===== src/rtl/comp_share_arb.sv =====
// Round-robin arbiter sharing one equality comparator among NREQ requesters.
// Optional response counters (Cmp_cnt, Match_cnt): define COMP_ARB_STATS_EN.
module comp_share_arb #(
  parameter int WIDTH = 8,
  parameter int NREQ  = 4,
  parameter int IDW   = $clog2(NREQ)
) (
  input  logic                  Clk,
  input  logic                  Rstn,
  input  logic [NREQ-1:0]       Req_valid,
  output logic [NREQ-1:0]       Req_ready,
  input  logic [NREQ*WIDTH-1:0] Req_a,
  input  logic [NREQ*WIDTH-1:0] Req_b,
  output logic                  Rsp_valid,
  input  logic                  Rsp_ready,
  output logic                  Rsp_z,
  output logic [IDW-1:0]        Rsp_id
`ifdef COMP_ARB_STATS_EN
  ,
  output logic [15:0]           Cmp_cnt,
  output logic [15:0]           Match_cnt
`endif
);

  typedef enum logic [1:0] {
    IDLE,
    CMP,
    RSP
  } state_e;

  state_e           state_q, state_d;
  logic [IDW-1:0]   ptr_q, ptr_d;
  logic [IDW-1:0]   gid_q, gid_d;
  logic [IDW-1:0]   rsp_id_q, rsp_id_d;
  logic [WIDTH-1:0] r1_q, r1_d;
  logic [WIDTH-1:0] r2_q, r2_d;
  logic             rsp_valid_q, rsp_valid_d;
  logic             rsp_z_q, rsp_z_d;
  logic             cmp_z;
  logic             found;
  logic [IDW-1:0]   gnt;
  logic [IDW-1:0]   idx;
  int               sum;

  Comp #(.WIDTH(WIDTH)) u_comp (
    .a_i (r1_q),
    .b_i (r2_q),
    .z_o (cmp_z)
  );

  // First valid requester at or after ptr, wrapping modulo NREQ.
  always_comb begin
    found = 1'b0;
    gnt   = '0;
    idx   = '0;
    sum   = 0;
    for (int k = 0; k < NREQ; k++) begin
      sum = int'(ptr_q) + k;
      if (sum >= NREQ) sum = sum - NREQ;
      idx = IDW'(sum);
      if (!found && Req_valid[idx]) begin
        found = 1'b1;
        gnt   = idx;
      end
    end
  end

  always_comb begin
    state_d     = state_q;
    ptr_d       = ptr_q;
    gid_d       = gid_q;
    r1_d        = r1_q;
    r2_d        = r2_q;
    rsp_valid_d = rsp_valid_q;
    rsp_z_d     = rsp_z_q;
    rsp_id_d    = rsp_id_q;
    Req_ready   = '0;
    unique case (state_q)
      IDLE: begin
        if (found) begin
          Req_ready[gnt] = Rstn;
          r1_d    = Req_a[gnt*WIDTH +: WIDTH];
          r2_d    = Req_b[gnt*WIDTH +: WIDTH];
          gid_d   = gnt;
          state_d = CMP;
        end
      end
      CMP: begin
        rsp_z_d     = cmp_z;
        rsp_id_d    = gid_q;
        rsp_valid_d = 1'b1;
        state_d     = RSP;
      end
      RSP: begin
        if (Rsp_ready) begin
          rsp_valid_d = 1'b0;
          ptr_d = (gid_q == IDW'(NREQ - 1)) ? '0 : gid_q + 1'b1;
          state_d = IDLE;
        end
      end
      default: state_d = IDLE;
    endcase
  end

  always_ff @(posedge Clk) begin
    if (!Rstn) begin
      state_q     <= IDLE;
      ptr_q       <= '0;
      gid_q       <= '0;
      r1_q        <= '0;
      r2_q        <= '0;
      rsp_valid_q <= 1'b0;
      rsp_z_q     <= 1'b0;
      rsp_id_q    <= '0;
    end else begin
      state_q     <= state_d;
      ptr_q       <= ptr_d;
      gid_q       <= gid_d;
      r1_q        <= r1_d;
      r2_q        <= r2_d;
      rsp_valid_q <= rsp_valid_d;
      rsp_z_q     <= rsp_z_d;
      rsp_id_q    <= rsp_id_d;
    end
  end

  assign Rsp_valid = rsp_valid_q;
  assign Rsp_z     = rsp_z_q;
  assign Rsp_id    = rsp_id_q;

`ifdef COMP_ARB_STATS_EN
  logic [15:0] cmp_cnt_q;
  logic [15:0] match_cnt_q;

  always_ff @(posedge Clk) begin
    if (!Rstn) begin
      cmp_cnt_q   <= '0;
      match_cnt_q <= '0;
    end else if (state_q == RSP && Rsp_ready) begin
      cmp_cnt_q <= cmp_cnt_q + 16'd1;
      if (rsp_z_q) match_cnt_q <= match_cnt_q + 16'd1;
    end
  end

  assign Cmp_cnt   = cmp_cnt_q;
  assign Match_cnt = match_cnt_q;
`endif

endmodule

module Comp #(
  parameter int WIDTH = 8
) (
  input  logic [WIDTH-1:0] a_i,
  input  logic [WIDTH-1:0] b_i,
  output logic             z_o
);
  assign z_o = (a_i == b_i);
endmodule


===== config.mk =====
export PLATFORM = sky130hd
export DESIGN_NAME = comp_share_arb
export DESIGN_NICKNAME = d
export VERILOG_FILES = /design/src/rtl/comp_share_arb.sv
export SDC_FILE = /design/constraint.sdc
export NUM_CORES = 1
export LEC_CHECK = 0
export CORE_ASPECT_RATIO = 1.5
export CORE_MARGIN = 3
export CORE_UTILIZATION = 42
export CTS_CLUSTER_DIAMETER = 120
export CTS_CLUSTER_SIZE = 40
export DETAILED_ROUTE_END_ITERATION = 12
export PLACE_DENSITY = 0.81
export REMOVE_ABC_BUFFERS = 1
export SYNTH_ARGS = -nofsm -noshare
export SYNTH_HDL_FRONTEND = slang
export SYNTH_SLANG_ARGS = --single-unit

===== constraint.sdc =====
create_clock -name Clk -period 2.5 [get_ports Clk]
set_input_delay 0.5 -clock Clk [delete_from_list [all_inputs] [get_ports Clk]]
set_output_delay 0.5 -clock Clk [all_outputs]
set_load 0.1 [all_outputs]

==> qor.csv <==
stage,metric,value,unit
run_status,status,"finished, final reports clean",
detailed_routing,via count,1906,
timing,Max Slew Vio Count,0,
yosys,Syn Area/Cell,8.81,um^2
detailed_routing,First DRT Iteration DRCs,47,
global_routing,number of global-route vias before repair,1869,
yosys,Synth Instances,200,
finish,share of cells above drive strength 1,13.5,%
yosys,cell taking the most area after synthesis,dfxtp_1,
flow_run,max cap viols,0,
worst_hold_path,Hold Crit Class,reg2reg,
placed_design,Port-buffer cells,78,
timing,RSZ-0062 raised after global routing,false,
finish,final instance area,2730,um^2
timing,worst hold slack,0.487,ns
clock_network,clk sink count,26,
placed_design,placed insts,322,
placed_design,pre-CTS WS,-0.0958,ns
yosys,synth top area cells,"dfxtp_1 (30%), mux2i_1 (11%), a221oi_1 (5.5%)",
critical_path,CP Launch Type,input port,
timing,Slew @ Worst Pin,0.454,ns
yosys,Yosys reg bits,26,
critical_path,Crit path required time,2.00,ns
power,total power,1.37,mW
finish,fin cells,326,
finish,Fill cells,326,
clock_network,Root Buffer,clkbuf_8,
timing,Tmin final,2.40,ns
placed_design,hpwl dp,4.03,mm
timing,post-route setup TNS,0,ns
yosys,post-synthesis sequential area ratio,29.5,%
power,PwrDens,502,nW/um^2
finish,P&R area growth vs syn,54.7,%
timing,Rel. slew slack,69.7,%
finish,Antenna diodes,0,
clock_network,clk buf depth,2,
finish,Util after Layout,68.2,%
critical_path,crit path DAT,1.90,ns
yosys,asr flop ratio synth,0,%
clock_network,CTS Buf Count,3,
yosys,Post-synth EDFFs,0,
die,starting density of the core,44.1,%
power,Lkg Pwr,1.10,nW
timing,crit share post-route,96.0,%
clock_network,htree depth,1,
clock_network,CTS Hold Bufs,0,
yosys,most common cell in the synthesized netlist,dfxtp_1,
die,# rows,28,
yosys,Cell variety after synth,42,
yosys,Commonest cells post-synth,"dfxtp_1 (26), mux2i_1 (19), o21ai_0 (13)",
critical_path,critical path class,in2out,
critical_path,"Largest stage delay, worst path",0.54,ns
yosys,Mapped Area,1760,um^2
global_routing,number of antenna violations at the first check in global routing,0,
critical_path,worst-path maximum fanout,3,
placed_design,Post-DP Area,2650,um^2
detailed_routing,DRC viols,0,
timing,fin worst setup slack,0.100,ns
detailed_routing,first-pass detailed-route iteration total,4,
detailed_routing,Post-DRT Antenna Nets,0,
global_routing,largest net degree at the start of global routing,37,
die,Die Ht,85.3,um
timing,Final Hold Vio Count,0,
detailed_routing,routed len/inst,16.1,um
die,Die ar.,5020,um^2
yosys,Yosys top cell area share,29.5,%
timing,Layout Skew,0.00367,ns
placed_design,Final Wtd Congestion,0.798,
global_routing,All-Layer GR Usage,21.3,%
yosys,Synth Flop Type,dfxtp_1,
detailed_routing,vias per cell,5.85,
critical_path,"slowest stage cell, crit path",or4_4,
die,core area,3990,um^2
timing,Setup-failing EPs final,0,
die,I/O pin count,79,
critical_path,R2R setup slack,0.47,ns
clock_network,clk_lat worst skew,0.28,ns
detailed_routing,DRT Wirelength,5.26,mm
critical_path,cells along the critical path,dlygate4sd2_1 > or4_4 > and2_4 > nand2_4 > inv_2 > and3_4 > buf_12,
yosys,synth warn,0,
timing,Fmax,417,MHz
power,Max VDD drop,0.430,mV
clock_network,Worst-path clk slew,0.09,ns
die,Die W,58.9,um
clock_network,CTS tree,built,
global_routing,first-pass GRT wire length,8.37,mm
finish,nets@finish,354,
critical_path,CP Capture Type,primary output,
global_routing,total grt overflow,0,
==> power by group <==
group	internal [mW]	switching [mW]
Sequential	0.468	0.0448
Combinational	0.257	0.244
Clock	0.215	0.140
Total	0.940	0.429
==> cell usage in the layout (no fill, tap or decap), types with 2 or more instances in the layout <==
cell type        count
o21ai_0             13
o211a_1              2
nor2_1               6
o21bai_1             2
nor2b_1              8
dlygate4sd2_1        3
a31o_1               5
nand4_1              5
nand3_1              7
mux2i_1             19
buf_4               19
xor2_1               8
nand2_1              7
nor3_1               2
o31ai_1              5
o22ai_1             11
nand2b_1             2
nor4_1               2
clkdlybuf4s50_1     66
a221oi_1            11
o211ai_1            11
o21ai_1              5
dfxtp_1             26
a21boi_0             3
and2b_1              2
buf_12               5
a21oi_1              3
clkbuf_8             3
==> final timing paths <==
path / start / to / cells past startpoint
setup reg to reg: ptr_q[1] / r1_q[5] / 5
hold reg to reg: Rsp_z / Rsp_z / 2
hold / removal: Rsp_z / Rsp_z / 2
setup / recovery: Req_valid[3] / Req_ready[2] / 7
==> critical path: cells and delay by family <==
kind / cells / cell delay, ns
buf+inv: 3 / 0.44
simple gates: 4 / 0.96
==> registers in the layout, summed over array words and instances (netlist names) <==
register	flops
Rsp_valid	1
Rsp_id	2
r1_q	8
gid_q	2
ptr_q	2
Rsp_z	1
state_q	2
r2_q	8
==> layer usage <==
metal / vias up / global-route usage (%) / share of wire [%]
li1: 939 / - / -
met1: 890 / 24.1 / 37
met2: 69 / 38.7 / 55
met3: 8 / 3.96 / 6.2
met4: 0 / 7.01 / 1.8
met5: - / 0 / 0
==> final cells by class <==
cell class	instances	area [um^2]	area share, %
sequential	26	520	19.1
inverter	1	3.75	0.138
timing repair buffer	94	942	34.6
clock inverter	1	30.0	1.10
multi-input combinational	156	1130	41.5
clock buffer	3	41.3	1.52
tap	45	56.3	2.07
==> kinds of logic after synthesis <==
kind of cell	share of synthesized area [%]
DFF	29.5
and+or+nand+nor	17.8
xor gates and xnor gates	3.98
adders and majority gates	0.710
buffers and inverters	6.75
AOI/OAI and AO/OA	30.4
muxes	10.8
==> repair_timing <==
action                     in CTS  in global routing
setup buffers                   0                  0
pin swaps                       1                  0
gates resized for setup         4                  2
gates cloned                    0                  0
setup endpoints to repair       3                  3
No activity file was read; power rests on OpenSTA's default activity.
